### config.mk
export PLATFORM = sky130hd
export DESIGN_NAME = fft_frame_ctrl
export DESIGN_NICKNAME = d
export VERILOG_FILES = /design/src/rtl/fft_frame_ctrl.sv
export SDC_FILE = /design/constraint.sdc
export NUM_CORES = 1
export LEC_CHECK = 0
export CAP_MARGIN = 20
export CORE_MARGIN = 1.5
export CORE_UTILIZATION = 45
export DETAILED_ROUTE_END_ITERATION = 7
export PLACE_DENSITY = 0.74
export RECOVER_POWER = 50
export SYNTH_ARGS = -nofsm -noshare
export SYNTH_HDL_FRONTEND = slang
export SYNTH_SLANG_ARGS = --single-unit
### constraint.sdc
create_clock -name clk -period 6.4 [get_ports clk]
set_input_delay 1.92 -clock clk [delete_from_list [all_inputs] [get_ports clk]]
set_output_delay 1.92 -clock clk [all_outputs]
set_load 0.02 [all_outputs]
### src/rtl/fft_frame_ctrl.sv
// fft_frame_ctrl: sequences one measurement frame from ADC capture through
// FFT magnitude storage to the wave_freq analyser hand-off.
module fft_frame_ctrl #(
  parameter int FFT_LEN = 256,
  parameter int ADDR_W  = 8,
  parameter int TIMEOUT = 4096
) (
  input  logic              clk,
  input  logic              rst,
  input  logic              key,
  input  logic              auto_mode,
  input  logic [11:0]       adc_data,
  input  logic              adc_valid,
  output logic [15:0]       fft_s_data,
  output logic              fft_s_valid,
  output logic              fft_s_last,
  input  logic              fft_s_ready,
  input  logic [15:0]       fft_m_data,
  input  logic              fft_m_valid,
  input  logic              fft_m_last,
  output logic              ram_wr_en,
  output logic [ADDR_W-1:0] ram_wr_addr,
  output logic [15:0]       ram_wr_data,
  output logic              ana_en,
  input  logic              ana_valid,
  output logic              busy,
  output logic [7:0]        frame_cnt,
  output logic              err_overrun,
  output logic              err_frame,
  output logic              err_timeout
);

  localparam int CNT_W = $clog2(FFT_LEN + 1);
  localparam int TO_W  = $clog2(TIMEOUT + 1);

  typedef enum logic [2:0] {
    S_IDLE,
    S_CAPTURE,
    S_WAIT,
    S_STORE,
    S_ANALYZE,
    S_HOLD,
    S_REARM
  } state_t;

  state_t r_state;
  state_t w_next;

  logic              r_key_s1;
  logic              r_key_s2;
  logic              r_key_d;
  logic [CNT_W-1:0]  r_scnt;
  logic [ADDR_W-1:0] r_bin;
  logic [TO_W-1:0]   r_to;
  logic [15:0]       r_s_data;
  logic              r_s_valid;
  logic              r_s_last;
  logic              r_wr_en;
  logic [ADDR_W-1:0] r_wr_addr;
  logic [15:0]       r_wr_data;
  logic              r_ana_en;
  logic [7:0]        r_frame_cnt;
  logic              r_err_ovr;
  logic              r_err_frm;
  logic              r_err_to;

  logic w_start_req;
  logic w_s_fire;
  logic w_cap_done;
  logic w_can_load;
  logic w_load;
  logic w_drop;
  logic w_beat;
  logic w_bin_last;
  logic w_store_end;
  logic w_to_hit;
  logic w_in_ana;
  logic w_next_ana;

  // key idles high; a press is its falling edge after synchronisation
  always_ff @(posedge clk or posedge rst) begin
    if (rst) begin
      r_key_s1 <= 1'b1;
      r_key_s2 <= 1'b1;
      r_key_d  <= 1'b1;
    end else begin
      r_key_s1 <= key;
      r_key_s2 <= r_key_s1;
      r_key_d  <= r_key_s2;
    end
  end

  assign w_start_req = r_key_d & ~r_key_s2;

  assign w_s_fire   = r_s_valid & fft_s_ready;
  assign w_cap_done = (r_state == S_CAPTURE) & w_s_fire & r_s_last;
  assign w_can_load = (r_state == S_CAPTURE) &
                      (r_scnt < CNT_W'(FFT_LEN));
  assign w_load     = w_can_load & adc_valid & fft_s_ready;
  assign w_drop     = w_can_load & adc_valid & ~fft_s_ready;

  // the first magnitude beat may arrive while still in WAIT
  assign w_beat      = fft_m_valid &
                       ((r_state == S_WAIT) | (r_state == S_STORE));
  assign w_bin_last  = (r_bin == ADDR_W'(FFT_LEN - 1));
  assign w_store_end = w_beat & (fft_m_last | w_bin_last);
  assign w_to_hit    = (r_state == S_WAIT) & ~fft_m_valid &
                       (r_to == TO_W'(TIMEOUT - 1));

  always_ff @(posedge clk or posedge rst) begin
    if (rst) r_state <= S_IDLE;
    else     r_state <= w_next;
  end

  always_comb begin
    w_next = r_state;
    unique case (r_state)
      S_IDLE: begin
        if (w_start_req || auto_mode) w_next = S_CAPTURE;
      end
      S_CAPTURE: begin
        if (w_cap_done) w_next = S_WAIT;
      end
      S_WAIT: begin
        if (w_store_end)   w_next = S_ANALYZE;
        else if (w_beat)   w_next = S_STORE;
        else if (w_to_hit) w_next = S_IDLE;
      end
      S_STORE: begin
        if (w_store_end) w_next = S_ANALYZE;
      end
      S_ANALYZE: begin
        if (r_ana_en && ana_valid) w_next = S_HOLD;
      end
      S_HOLD: begin
        if (w_start_req || auto_mode) w_next = S_REARM;
      end
      S_REARM: begin
        w_next = S_CAPTURE;
      end
      default: w_next = S_IDLE;
    endcase
  end

  // registered sample stage: a beat is replaced only when it is taken
  always_ff @(posedge clk or posedge rst) begin
    if (rst) begin
      r_scnt    <= '0;
      r_s_data  <= '0;
      r_s_valid <= 1'b0;
      r_s_last  <= 1'b0;
    end else if (r_state != S_CAPTURE) begin
      r_scnt    <= '0;
      r_s_valid <= 1'b0;
      r_s_last  <= 1'b0;
    end else if (w_load) begin
      r_s_data  <= {{4{~adc_data[11]}}, ~adc_data[11], adc_data[10:0]};
      r_s_valid <= 1'b1;
      r_s_last  <= (r_scnt == CNT_W'(FFT_LEN - 1));
      r_scnt    <= r_scnt + CNT_W'(1);
    end else if (w_s_fire) begin
      r_s_valid <= 1'b0;
      r_s_last  <= 1'b0;
    end
  end

  always_ff @(posedge clk or posedge rst) begin
    if (rst) begin
      r_to <= '0;
    end else if (r_state != S_WAIT) begin
      r_to <= '0;
    end else if (!fft_m_valid) begin
      r_to <= r_to + TO_W'(1);
    end
  end

  always_ff @(posedge clk or posedge rst) begin
    if (rst) begin
      r_bin     <= '0;
      r_wr_en   <= 1'b0;
      r_wr_addr <= '0;
      r_wr_data <= '0;
    end else begin
      r_wr_en <= w_beat;
      if (w_beat) begin
        r_wr_addr <= r_bin;
        r_wr_data <= fft_m_data;
      end
      if ((r_state != S_WAIT) && (r_state != S_STORE)) begin
        r_bin <= '0;
      end else if (w_beat) begin
        r_bin <= r_bin + ADDR_W'(1);
      end
    end
  end

  // ana_en lags ANALYZE entry by one cycle, so it follows the last write
  assign w_in_ana   = (r_state == S_ANALYZE) | (r_state == S_HOLD);
  assign w_next_ana = (w_next == S_ANALYZE) | (w_next == S_HOLD);

  always_ff @(posedge clk or posedge rst) begin
    if (rst) begin
      r_ana_en    <= 1'b0;
      r_frame_cnt <= '0;
    end else begin
      r_ana_en <= w_in_ana & w_next_ana;
      if ((r_state == S_ANALYZE) && (w_next == S_HOLD)) begin
        r_frame_cnt <= r_frame_cnt + 8'd1;
      end
    end
  end

  always_ff @(posedge clk or posedge rst) begin
    if (rst) begin
      r_err_ovr <= 1'b0;
      r_err_frm <= 1'b0;
      r_err_to  <= 1'b0;
    end else begin
      if (w_drop)   r_err_ovr <= 1'b1;
      if (w_to_hit) r_err_to  <= 1'b1;
      if (w_store_end && (fft_m_last != w_bin_last)) begin
        r_err_frm <= 1'b1;
      end
    end
  end

  assign fft_s_data  = r_s_data;
  assign fft_s_valid = r_s_valid;
  assign fft_s_last  = r_s_last;
  assign ram_wr_en   = r_wr_en;
  assign ram_wr_addr = r_wr_addr;
  assign ram_wr_data = r_wr_data;
  assign ana_en      = r_ana_en;
  assign busy        = (r_state != S_IDLE) & (r_state != S_HOLD);
  assign frame_cnt   = r_frame_cnt;
  assign err_overrun = r_err_ovr;
  assign err_frame   = r_err_frm;
  assign err_timeout = r_err_to;

endmodule

; Word-level counts from Yosys, hierarchy flattened
; Cells that the tools add are included.
[totals]
ram_bits = 0
reg_bits = 87
n_memories = 0
rom_bits = 0
out_inout_bits = 56
latchBits = 0
[op_classes]
order_cmp = 1
n_div = 0
n_bitwise = 23
addsub = 4
eq_ne = 17
n_mul = 0
shift = 0
n_reduce_logical = 11
muxes = 20
[ops]
columns = cell, n
row1 = $mux 13, 2
row2 = $mux 3, 8
row3 = $pmux 3 s7, 1
row4 = $mux 9, 2
row5 = $add 8x1->8 const B, 2
row6 = $mux 8, 2
row7 = $eq 3x3->1 const B, 5
row8 = $and 1x1->1, 14
row9 = $add 13x1->13 const B, 1
row10 = $eq 13x12->1 const B, 1
row11 = $add 9x1->9 const B, 1
row12 = $eq 9x8->1 const B, 1
row13 = $lt 9x9->1 const B, 1
row14 = $eq 8x8->1 const B, 1
row15 = $eq 3x2->1 const B, 2
row16 = $ne 3x2->1 const B, 2
row17 = $reduce_bool 3->1, 2
row18 = $mux 1, 5
row19 = $not 1->1, 5
row20 = $logic_and 1x1->1, 4
row21 = $or 1x1->1, 4
row22 = $reduce_bool 2->1, 2
row23 = $eq 3x1->1 const B, 1
row24 = $logic_not 3->1, 1
row25 = other kinds (6), 6

; Logic depth before layout (Yosys ltp)
[depth]
depth_word = 10
ltp_mapped = 8
ltp_nobuf = 8

; Worst setup path after synthesis
; OpenSTA, ideal clock, no wires.
[synth_timing]
path_type = input-to-reg
start = in fft_m_valid
end = reg r_state[1]
slack_ns = 3.418
t_arrival_ns = 2.858
stages = 4
cell_sequence = nand4b_1 > nor4_1 > nor3b_1 > a211o_1
[synth_via]
elab_chain_len = 7
elab_cells_between_ends = 10
cone_classes = mux (5) / bitwise (5)
[synth_rtl]
columns = element, line_no
row1 = start: declaration, 19  ; input logic fft_m_valid,
row2 = $not 1->1, 107  ; assign w_to_hit = (r_state == S_WAIT) & ~fft_m_valid &
row3 = $and 1x1->1 (2 in a row), 107
row4 = $mux 3, 127  ; else if (w_to_hit) w_next = S_IDLE;
row5 = $mux 3, 126  ; else if (w_beat) w_next = S_STORE;
row6 = $mux 3, 125  ; if (w_store_end) w_next = S_ANALYZE;
row7 = $pmux 3 s7 (*), 117  ; unique case (r_state)
row8 = via w_next[1], 47  ; state_t w_next;
row9 = end signal: assignment, 112  ; else r_state <= w_next;
row10 = end: declaration, 46  ; state_t r_state;
; The timed path passes the listed nets; every way through them passes the cells marked *.
; A chain may end at the register's enable or synchronous reset.

; Final worst setup path
[layout_timing]
start = in fft_s_ready
end = reg r_s_data[4], in the netlist fft_s_data[4]
[layout_via]
elab_chain_len = 2
[layout_rtl]
columns = element, line_no
row1 = start: declaration, 17  ; input logic fft_s_ready,
row2 = $and 1x1->1, 99  ; assign w_load = w_can_load & adc_valid & fft_s_ready;
row3 = $reduce_and 2->1 (no line), n/a
row4 = end signal: assignment, 157  ; r_s_data <= {{4{~adc_data[11]}}, ~adc_data[11], adc_data[10:0]};
row5 = end: declaration, 55  ; logic [15:0] r_s_data;
; No other way between the ends.

==> metrics.txt <==
# TYPE chip_impl_metric gauge
chip_impl_info{name="outcome",value="complete, but fails checks"} 1
chip_impl_info{name="violations",value="capacitance limit, slew limit"} 1
chip_impl_metric{name="instances_no_fill",unit=""} 517
chip_impl_metric{name="p_leak",unit="nW"} 2.19
chip_impl_metric{name="utilization_after_layout",unit="%"} 60.5
chip_impl_metric{name="numCtsBuffers",unit=""} 9
chip_impl_metric{name="synthToLayoutAreaGrowth",unit="%"} 30.0
chip_impl_metric{name="cp.required",unit="ns"} 6.63
chip_impl_metric{name="route.detailed.vias_per_inst",unit=""} 5.17
chip_impl_metric{name="reg2regPathDepth",unit=""} 3
chip_impl_info{name="series_of_cell_instances_along_the_critical_path",value="dlygate4sd3_1 > nand3b_1 > nor2_1 > mux2_2"} 1
chip_impl_metric{name="drive_gt1_share",unit="%"} 14.6
chip_impl_metric{name="route.vias.total",unit=""} 2671
chip_impl_metric{name="io_pins",unit=""} 93
chip_impl_metric{name="cts.repair_timing.setup_buffer_count",unit=""} 0
chip_impl_metric{name="drv_slew",unit=""} 54
chip_impl_metric{name="yosys_warnings",unit=""} 0
chip_impl_metric{name="grt_first_pass_wirelength",unit="mm"} 12.2
chip_impl_metric{name="timing.setup.tns",unit="ns"} 0
chip_impl_metric{name="postSynthCellCount",unit=""} 318
chip_impl_metric{name="power_switching",unit="mW"} 0.647
chip_impl_metric{name="drc",unit=""} 0
chip_impl_metric{name="die_w",unit="microns"} 95.4
chip_impl_metric{name="cts_sinks",unit=""} 87
chip_impl_metric{name="hpwlAfterDp",unit="mm"} 5.19
chip_impl_metric{name="synth.cell_area",unit="sq mm"} 0.00384
chip_impl_metric{name="placement.setup.worst_slack",unit="ns"} 2.19
chip_impl_metric{name="final-hold-violation-count",unit=""} 0
chip_impl_metric{name="timing.slew.headroom",unit="%"} -54.7
chip_impl_metric{name="number_of_buffers_added_on_ports",unit=""} 92
chip_impl_metric{name="cap_viol_max_count",unit=""} 1
chip_impl_metric{name="clk_path_buf_depth",unit=""} 2
chip_impl_metric{name="cts_htree_levels",unit=""} 3
chip_impl_info{name="clockRootBuffer",value="sky130_fd_sc_hd__clkbuf_8"} 1
chip_impl_metric{name="synth_fp_nets",unit=""} 361
chip_impl_metric{name="synth_async_sr_flop_share",unit="%"} 100
chip_impl_metric{name="fin_ws",unit="ns"} 2.30
chip_impl_metric{name="cp_num_buf_inv",unit=""} 1
chip_impl_metric{name="core_area",unit="sq mm"} 0.00826
chip_impl_metric{name="worstPathArrival",unit="ns"} 4.33
chip_impl_metric{name="post_drt_wl_per_cell",unit="microns"} 14.4
chip_impl_metric{name="syn-mean-instance-area",unit="sq um"} 12.1
chip_impl_metric{name="clock_skew",unit="ns"} 0.00953
chip_impl_metric{name="ant_nets",unit=""} 0
chip_impl_metric{name="hold_slack",unit="ns"} 0.367
chip_impl_metric{name="min_delay_path_depth",unit=""} 0
chip_impl_info{name="cts_tree",value="built"} 1
chip_impl_info{name="crit_path_top_delay_cell",value="sky130_fd_sc_hd__nor2_1"} 1
chip_impl_metric{name="finish.instance_area",unit="sq mm"} 0.00500
chip_impl_info{name="hp-class",value="reg2reg"} 1
chip_impl_metric{name="ys_seq_elements",unit=""} 87
chip_impl_metric{name="count_of_flip_flops_with_a_built_in_enable_after_synthesis",unit=""} 0
chip_impl_metric{name="power_frac_comb",unit="%"} 37.6
chip_impl_metric{name="final.fill_count",unit=""} 689
chip_impl_metric{name="total_power",unit="mW"} 1.90
chip_impl_metric{name="cts_resized",unit=""} 0
chip_impl_metric{name="power.switching_fraction",unit="%"} 34.1
chip_impl_metric{name="drtPass1Iterations",unit=""} 4
chip_impl_metric{name="internal_power",unit="mW"} 1.25
chip_impl_metric{name="die_height",unit="microns"} 95.4
chip_impl_metric{name="final-setup-viol-count",unit=""} 0
chip_impl_metric{name="power_per_cell_area",unit="mW/mm^2"} 380
chip_impl_metric{name="fp.dieArea",unit="sq mm"} 0.00911
chip_impl_metric{name="worst_margin_slew",unit="ns"} 2.31
chip_impl_metric{name="grt.total_usage",unit="%"} 17.3
chip_impl_metric{name="placedCellCount",unit=""} 501
chip_impl_metric{name="worstSkewPairLatency",unit="ns"} 0.35
chip_impl_info{name="critical_path.top_delay_family",value="simple AND/OR/NAND/NOR gates"} 1
chip_impl_metric{name="worst-path-stages",unit=""} 4
chip_impl_metric{name="critical_path_peak_fanout",unit=""} 18
chip_impl_metric{name="path_clk_slew",unit="ns"} 0.09
chip_impl_metric{name="yosysUniqueCellTypes",unit=""} 47
chip_impl_metric{name="placement.cell_area",unit="sq mm"} 0.00480
chip_impl_metric{name="grt_antenna_before_repair",unit=""} 0
chip_impl_info{name="crit_type",value="in2reg"} 1
chip_impl_metric{name="yosysSeqAreaShare",unit="%"} 56.7
chip_impl_metric{name="layout.nets",unit=""} 450
chip_impl_metric{name="num_antenna_cells",unit=""} 0
chip_impl_metric{name="initial_core_util",unit="%"} 46.6
chip_impl_info{name="ys_dominant_reg_cell",value="sky130_fd_sc_hd__dfrtp_1"} 1
chip_impl_metric{name="area.sequential",unit="sq mm"} 0.00218
chip_impl_metric{name="floorplan.rows",unit=""} 33
chip_impl_metric{name="drt-total-wl",unit="mm"} 7.45
chip_impl_metric{name="layout_min_cycle_time",unit="ns"} 4.10
chip_impl_metric{name="via_count_of_the_first_global_routing_pass",unit=""} 2646
chip_impl_metric{name="power.sequential.fraction",unit="%"} 39.6
chip_impl_metric{name="overflow",unit=""} 0
chip_impl_metric{name="drt_iter0_drc",unit=""} 140
chip_impl_metric{name="power.ir.vdd_worst",unit="V"} 0.000222
chip_impl_metric{name="cts.hold.buffers_added",unit=""} 0
chip_impl_metric{name="worst_path_largest_cell_delay",unit="ns"} 1.10
chip_impl_info{name="grt_setup_unrepaired",value="no"} 1
chip_impl_metric{name="grt_start_max_net_pins",unit=""} 54
chip_impl_metric{name="post-route-period-util",unit="%"} 64.0
chip_impl_metric{name="area_of_the_multi_input_gates",unit="sq mm"} 0.00151
chip_impl_metric{name="place.gp.congestion",unit=""} 0.771
chip_impl_metric{name="fmax",unit="MHz"} 244
chip_impl_info{name="worst_setup_path_start_kind",value="input pin"} 1
chip_impl_metric{name="power.share.clock",unit="%"} 22.8
chip_impl_info{name="worst_setup_path_end_kind",value="flip-flop"} 1
[logic make-up after synthesis]
kind of cell             Yosys count  synth area share (%)
XOR/XNOR                          29                  6.61
AO/OA/AOI/OAI                     22                  3.91
multiplexers                      41                  11.8
buffers and inverters             22                  3.32
AND/OR/NAND/NOR                  111                  15.7
adder cells (fa/ha/maj)            6                  1.95
flip-flops                        87                  56.7
[flip-flops by register name (all words and copies together), names as in the netlist, 3 cells and up]
register     flops
ram_wr_data     16
r_to            13
fft_s_data      12
r_scnt           9
frame_cnt        8
r_bin            8
ram_wr_addr      8
r_state          3
[cells in the mapped netlist, types with 2 or more instances]
master	number	area share, %
sky130_fd_sc_hd__xor2_1	15	3.4
sky130_fd_sc_hd__and3_1	5	0.81
sky130_fd_sc_hd__nor4_1	4	0.65
sky130_fd_sc_hd__mux2_2	36	11
sky130_fd_sc_hd__nor3b_1	2	0.39
sky130_fd_sc_hd__nand2b_1	4	0.65
sky130_fd_sc_hd__nor2b_1	3	0.49
sky130_fd_sc_hd__nor2_1	35	3.4
sky130_fd_sc_hd__nand4_1	13	2.1
sky130_fd_sc_hd__a31o_2	2	0.46
sky130_fd_sc_hd__and2_1	4	0.65
sky130_fd_sc_hd__a21oi_1	5	0.65
sky130_fd_sc_hd__buf_2	3	0.39
sky130_fd_sc_hd__dfstp_2	3	2.1
sky130_fd_sc_hd__nand2_1	16	1.6
sky130_fd_sc_hd__clkbuf_1	3	0.29
sky130_fd_sc_hd__ha_1	6	2.0
sky130_fd_sc_hd__mux2i_1	5	1.3
sky130_fd_sc_hd__nor3_1	4	0.52
sky130_fd_sc_hd__inv_1	7	0.68
sky130_fd_sc_hd__xnor2_1	14	3.2
sky130_fd_sc_hd__buf_4	5	0.98
sky130_fd_sc_hd__buf_6	3	0.88
sky130_fd_sc_hd__a21o_1	2	0.39
sky130_fd_sc_hd__nand3_1	8	1.0
sky130_fd_sc_hd__dfrtp_1	84	55
sky130_fd_sc_hd__and4_1	3	0.68
sky130_fd_sc_hd__o21bai_1	3	0.59
sky130_fd_sc_hd__o21ai_0	3	0.39
[worst paths after layout]
check | to | startpoint | slack (ns)
hold / removal | r_key_s2$_DFF_PP1_ | r_key_s1$_DFF_PP1_ | 0.37
setup / recovery | fft_s_data[4]$_DFFE_PP0P_ | fft_s_ready | 2.30
min in group asynchronous | ram_wr_data[12]$_DFFE_PP0P_ | rst | 2.64
hold reg to reg | r_key_s2$_DFF_PP1_ | r_key_s1$_DFF_PP1_ | 0.37
setup reg to reg | fft_s_data[4]$_DFFE_PP0P_ | r_state[0]$_DFF_PP0_ | 3.61
max in group asynchronous | r_key_d$_DFF_PP1_ | rst | 2.43
[cells in the final DEF, fill, tap and decap left out, types with 2 or more instances in the layout]
master,n
sky130_fd_sc_hd__and4_1,3
sky130_fd_sc_hd__xor2_1,15
sky130_fd_sc_hd__nor2_1,36
sky130_fd_sc_hd__nand2_1,16
sky130_fd_sc_hd__clkbuf_8,9
sky130_fd_sc_hd__inv_6,2
sky130_fd_sc_hd__nor3_1,5
sky130_fd_sc_hd__nor2b_1,3
sky130_fd_sc_hd__a31o_2,2
sky130_fd_sc_hd__dfrtp_1,84
sky130_fd_sc_hd__o21ai_0,3
sky130_fd_sc_hd__nand2b_1,4
sky130_fd_sc_hd__a21oi_1,5
sky130_fd_sc_hd__bufinv_16,2
sky130_fd_sc_hd__inv_1,6
sky130_fd_sc_hd__a21o_1,2
sky130_fd_sc_hd__dlygate4sd3_1,8
sky130_fd_sc_hd__nand4_1,13
sky130_fd_sc_hd__mux2i_1,5
sky130_fd_sc_hd__dfstp_2,2
sky130_fd_sc_hd__clkdlybuf4s50_1,84
sky130_fd_sc_hd__mux2_2,36
sky130_fd_sc_hd__nor3b_1,2
sky130_fd_sc_hd__nor4_1,5
sky130_fd_sc_hd__o21bai_1,3
sky130_fd_sc_hd__ha_1,6
sky130_fd_sc_hd__and2_1,4
sky130_fd_sc_hd__and3_1,5
sky130_fd_sc_hd__nand3_1,8
sky130_fd_sc_hd__xnor2_1,14
[final cells by class]
cell class | instances | share of cell area, %
clock inverters | 7 | 2.05
flip-flops and latches | 87 | 43.6
repair buffers | 93 | 18.6
inverters | 7 | 0.551
clock buffers | 9 | 2.48
well taps | 105 | 2.63
multi-input cells | 209 | 30.1
[worst reg2reg max path, stage by stage (launching register included)]
cell and delay (ns):
sky130_fd_sc_hd__dfrtp_1 0.50, sky130_fd_sc_hd__or3b_1 0.64, sky130_fd_sc_hd__nor2_1 1.11, sky130_fd_sc_hd__mux2_2 0.43
[metal layers]
metal / track usage, % / vias to the layer above / share of wire (%)
li1: - / 1277 / -
met1: 22.7 / 1335 / 44
met2: 27.7 / 52 / 50
met3: 4.39 / 7 / 4.3
met4: 6.74 / 0 / 1.2
met5: 0 / - / 0
[power groups by stage]
stage	Clock [mW]	Combinational, mW	Sequential (mW)
floorplan	0	0.335	0.872
CTS	0.441	0.737	0.753
global route	0.466	0.766	0.769
global placement	0	0.723	0.757
finish	0.432	0.715	0.752
detailed placement	0	0.734	0.762
Power figures use the tool's default switching activity.
==> RTL change 1, RTL diff (same settings) <==
`FFT_LEN`: 256 -> 512.
--- a/src/rtl/fft_frame_ctrl.sv
+++ b/src/rtl/fft_frame_ctrl.sv
@@ -1,7 +1,7 @@
 // fft_frame_ctrl: sequences one measurement frame from ADC capture through
 // FFT magnitude storage to the wave_freq analyser hand-off.
 module fft_frame_ctrl #(
-  parameter int FFT_LEN = 256,
+  parameter int FFT_LEN = 512,
   parameter int ADDR_W  = 8,
   parameter int TIMEOUT = 4096
 ) (
Behaviour: same outputs for any inputs over 10 cycles, from zero or initial values and one cycle with rst high; that may be too few to reach the edited logic, so the function may still have changed.
==> RTL change 1 against the unedited design <==
The flow still finishes with violations (max-capacitance violations, max-slew violations). Die area increased by 0.31%. Sequential cell count increased by 1. Routed wire length increased by 0.70%. Worst setup slack improved by 0.25 ns. First-iteration DRC count decreased by 50%. Cell area increased by 1.0%. Power decreased by 0.72%. Synthesized area increased by 0.33%. Combinational power decreased by 3.4%. Final cell count increased by 0.39%. Maximum frequency increased by 6.4%. Largest cell class unchanged.
==> RTL change 1: results (changes against the unedited design) <==
[synth]
yosysWarnings=0  ; unchanged
synthTopCellsByCount=dfrtp_1 (85), mux2_2 (37), nor2_1 (28)
synth_nets=362  ; +0.28%
synthTopCellsByArea=dfrtp_1 (55%), mux2_2 (11%), xor2_1 (3.6%)
yosysSeqAreaShare_pct=57.2  ; +0.46 points
synthArstFlopShare_pct=100  ; unchanged
yosys.cell_types.count=48  ; +2.1%

[worst_hold_path]
hp-class=reg2reg
hold_start=r_key_s1
worstHoldEndpoint=r_key_s2

[clock_tree]
cts_resized=0  ; unchanged
cts_made_buffers=9  ; unchanged
clockBufferDepth=2  ; unchanged
clkLatencyLatePin_ns=0.35  ; about the same
clockRootBuffer=clkbuf_8
clkTransAtPathRegs_ns=0.08
cts.htree.levels=3  ; unchanged

[global_routing]
antenna_found_initial=0  ; unchanged
grt_use_total_pct=17.8  ; +0.49 points
grt_max_degree=50  ; -7.4%
grt_pass1_wl_mm=12.7  ; +4.0%

[critical_path]
cp_slowest_cell=clkinvlp_2
path_max_fanout=49  ; +31
rrSetupSlack_ns=4.14  ; +0.53 ns
path_delay_family=buffers and inverters
critPathArrivalTime_ns=4.32  ; about the same
reg2reg_depth=3  ; unchanged
r2r-end=fft_s_data[3]
rr_startpoint=r_state[0]
critPathMaxStageDelay_ns=1.19  ; +0.09 ns

[power_and_ir_drop]
cellLeakagePower_uw=0.00215  ; -1.8%
ir_worst_vdd_mv=0.191  ; -14%

[detailed_routing]
dr.pass1.iters=4  ; unchanged
drt-initial-drc-count=70  ; -50%
wl_per_cell_microns=14.5  ; +0.31%
num_vias=2682  ; +0.41%

[status]
status=finished, violations left
violations=max-capacitance violations, max-slew violations

[placement]
dp_hpwl_mm=5.26  ; +1.3%
gp_congestion=0.780  ; +1.2%
io_buffers=92  ; unchanged

[sta]
slew_violations=50  ; -7.4%
maxSlewHeadroom_pct=-40.1  ; +15 points
clock-skew-final_ns=0.0132  ; +0.00370 ns

[finish]
nNetsFinal=451  ; +0.22%
antennaDiodeCount=0  ; unchanged
largest_reg_flops=16  ; unchanged
drive_above_1_share_pct=15.0  ; +0.41 points

[flow_run]
cap_violations=1  ; unchanged

RTL change 1: cell type report:
cell class,count,area [sq um]
clock buffer,11,141
timing repair buffer,94,943
clock inverter,5,80.1
sequential,88,2210
inverter,7,27.5
fill,674,3210
multi-input combinational,209,1520
tap,105,131
RTL change 1: how the worst max path moves through the flow:
| stage | startpoint | endpoint | slack, ns | cells past startpoint |
|---|---|---|---|---|
| finish | rst | r_to[9] | 2.55 | 3 |
| global route | rst | r_to[9] | 2.14 | 3 |
| CTS | fft_m_valid | ram_wr_addr[7] | 2.60 | 4 |
| detailed placement | fft_m_valid | ram_wr_addr[7] | 2.24 | 4 |
| global placement | fft_m_valid | ram_wr_data[7] | 1.99 | 3 |
| floorplan | rst | ana_en | 2.21 | 1 |
RTL change 1: cells by family (layout without fill, tap and decap cells):
family	count (synthesis)	after routing	share of synthesized area [%]
simple gates	106	106	15.3
flops	88	88	57.2
mux	40	40	11.6
compound gates	31	31	5.13
xor+xnor	27	27	6.13
buf+inv	23	117	3.08
fa+ha+maj	5	5	1.62
RTL change 1: power by group:
group | internal (uW) | switching, uW
combinational | 363 | 328
sequential | 678 | 93.5
clock | 230 | 192
RTL change 1: worst register-to-register path, cell delays in order (launching register included):
cell and delay (ns):
dfrtp_1 0.61, or3b_1 0.57, nor2_2 0.56, mux2_2 0.41
RTL change 1: metal layers:
layer | GRT usage, % | vias up | part of all wire [%]
met4 | 6.37 | 0 | 0.92
met2 | 28.9 | 83 | 46
met5 | 0 | - | 0
met1 | 23.0 | 1305 | 45
li1 | - | 1286 | -
met3 | 4.63 | 8 | 7.7
RTL change 1: stage by stage:
stage                     hold WS (ns)  total power, uW  worst slack [ns]  cells  cell area [sq um]
after CTS                        0.362             1910              2.60    519               5060
final                            0.359             1890              2.55    519               5050
after floorplan                  0.345             1180              2.21    320               3860
after global routing             0.363             2000              2.14    519               5050
after detailed placement         0.349             1490              2.24    503               4840
after global placement           0.346             1470              1.99    502               4830
==> RTL change 2, RTL diff (config.mk and constraints unchanged) <==
Made on the original files. Re-encode `state_t` (7 states) as Gray code, 3 bits wide.
--- a/src/rtl/fft_frame_ctrl.sv
+++ b/src/rtl/fft_frame_ctrl.sv
@@ -34,13 +34,13 @@
   localparam int TO_W  = $clog2(TIMEOUT + 1);
 
   typedef enum logic [2:0] {
-    S_IDLE,
-    S_CAPTURE,
-    S_WAIT,
-    S_STORE,
-    S_ANALYZE,
-    S_HOLD,
-    S_REARM
+    S_IDLE    = 3'b000,
+    S_CAPTURE = 3'b001,
+    S_WAIT    = 3'b011,
+    S_STORE   = 3'b010,
+    S_ANALYZE = 3'b110,
+    S_HOLD    = 3'b111,
+    S_REARM   = 3'b101
   } state_t;
 
   state_t r_state;
Behaviour: no difference found for any inputs over 10 cycles, from zero or initial values and one cycle with rst high; not proved beyond that.
==> RTL change 2 against the unedited design <==
The flow still finishes with violations (max-capacitance violations, max-slew violations). Non-clock buffer count grew 1. Worst setup slack lost 0.14 ns. Routed wire length shrank 4.6%. Sequential cell count is the same. Sequential share of layout area grew 0.83 points. Synthesized area shrank 1.5%. Cell area shrank 1.9%. Die area shrank 1.4%. Clock skew shrank 0.00096 ns.
Power is not compared: it rests on default switching activity, and its combinational part moved more than twofold at a synthesized area within 25%.
==> RTL change 2: results (changes against the unedited design) <==
[sta]
slew_violations=42  ; -22%
timing.fmax_mhz=236  ; -3.2%
whs_ns=0.371  ; +0.00369 ns
tightest_slew_ns=1.77  ; -0.539 ns

[synth]
synthTopCellsByArea=dfrtp_1 (55%), mux2_2 (11%), xor2_1 (3.9%)
synthTopCellsByCount=dfrtp_1 (84), mux2_2 (36), nor2_1 (33)
yosysSeqAreaShare_pct=57.6  ; +0.84 points
synth.avg_cell_area_sq_um=12.3  ; +1.4%
ys.flop_type=dfrtp_1
synth_nets=352  ; -2.5%

[status]
violations=max-capacitance violations, max-slew violations
status=finished, violations left

[finish]
drive_above_1_share_pct=14.6  ; about the same
stdcell_count=510  ; -1.4%

[detailed_routing]
wirelength_mm=7.11  ; -4.6%
drt-initial-drc-count=127  ; -9.3%
wl_met3_microns=182  ; -43%
num_vias=2542  ; -4.8%
met2WireLength_mm=3.46  ; -7.8%
routedLengthMet1_mm=3.35  ; +1.8%

[critical_path]
path_max_fanout=47  ; +29
critPathMaxStageDelay_ns=1.03  ; -0.07 ns
r2r-end=fft_s_data[9]
path_delay_family=buffers and inverters
critPathArrivalTime_ns=4.53  ; +0.20 ns
cp_slowest_cell=clkinvlp_2
endpoint=r_to[11]
critPathLaunch=rst
rrSetupSlack_ns=3.71  ; +0.10 ns

[global_routing]
grt_max_degree=48  ; -11%
grt_use_met1_pct=22.9  ; +0.23 points
antenna_found_initial=0  ; unchanged
use_met2_pct=25.9  ; -1.8 points
grt_pass1_wl_mm=11.6  ; -5.1%
grt_pass1_vias=2439  ; -7.8%
grtUsageMet3_pct=2.90  ; -1.5 points
grt_use_total_pct=16.7  ; -0.59 points

[flow_run]
cap_violations=1  ; unchanged

[clock_tree]
cts_resized=0  ; unchanged
cts_made_buffers=9  ; unchanged
cts_setup_buffers=0  ; unchanged

[placement]
gp_congestion=0.730  ; -5.3%
place_area_sq_um=4780  ; -0.52%
dp_hpwl_mm=5.08  ; -2.0%
post-place-ws_ns=2.42  ; +0.235 ns
dpl.cell_count=494  ; -1.4%

[RTL change 2: power groups by stage]
stage	Sequential, uW	Combinational (uW)	Clock [uW]
2_1_floorplan	625	63.2	0
3_3_place_gp	613	136	0
3_5_place_dp	615	139	0
4_1_cts	604	139	352
5_1_grt	608	145	372
6_report	603	133	341
[RTL change 2: final cells by class]
class / count / area, sq um
tap: 105 / 131
multi-input combinational: 199 / 1430
sequential: 87 / 2180
clock inverter: 4 / 20.0
inverter: 9 / 35.0
fill: 683 / 3270
clock buffer: 12 / 155
timing repair buffer: 94 / 953
[RTL change 2: logic make-up after synthesis]
logic type,count (synthesis),share of synthesized area [%]
multiplexers,39,11.5
XOR/XNOR,31,7.17
AND/OR/NAND/NOR,107,15.6
AO/OA/AOI/OAI,16,2.77
buffers and inverters,23,3.47
adder cells (fa/ha/maj),6,1.98
flip-flops,87,57.6
[RTL change 2: worst reg2reg max path: stages, from the launching register on]
cell and delay [ns]:
dfrtp_1 0.48, or3b_1 0.62, nor2_1 1.05, mux2_2 0.43
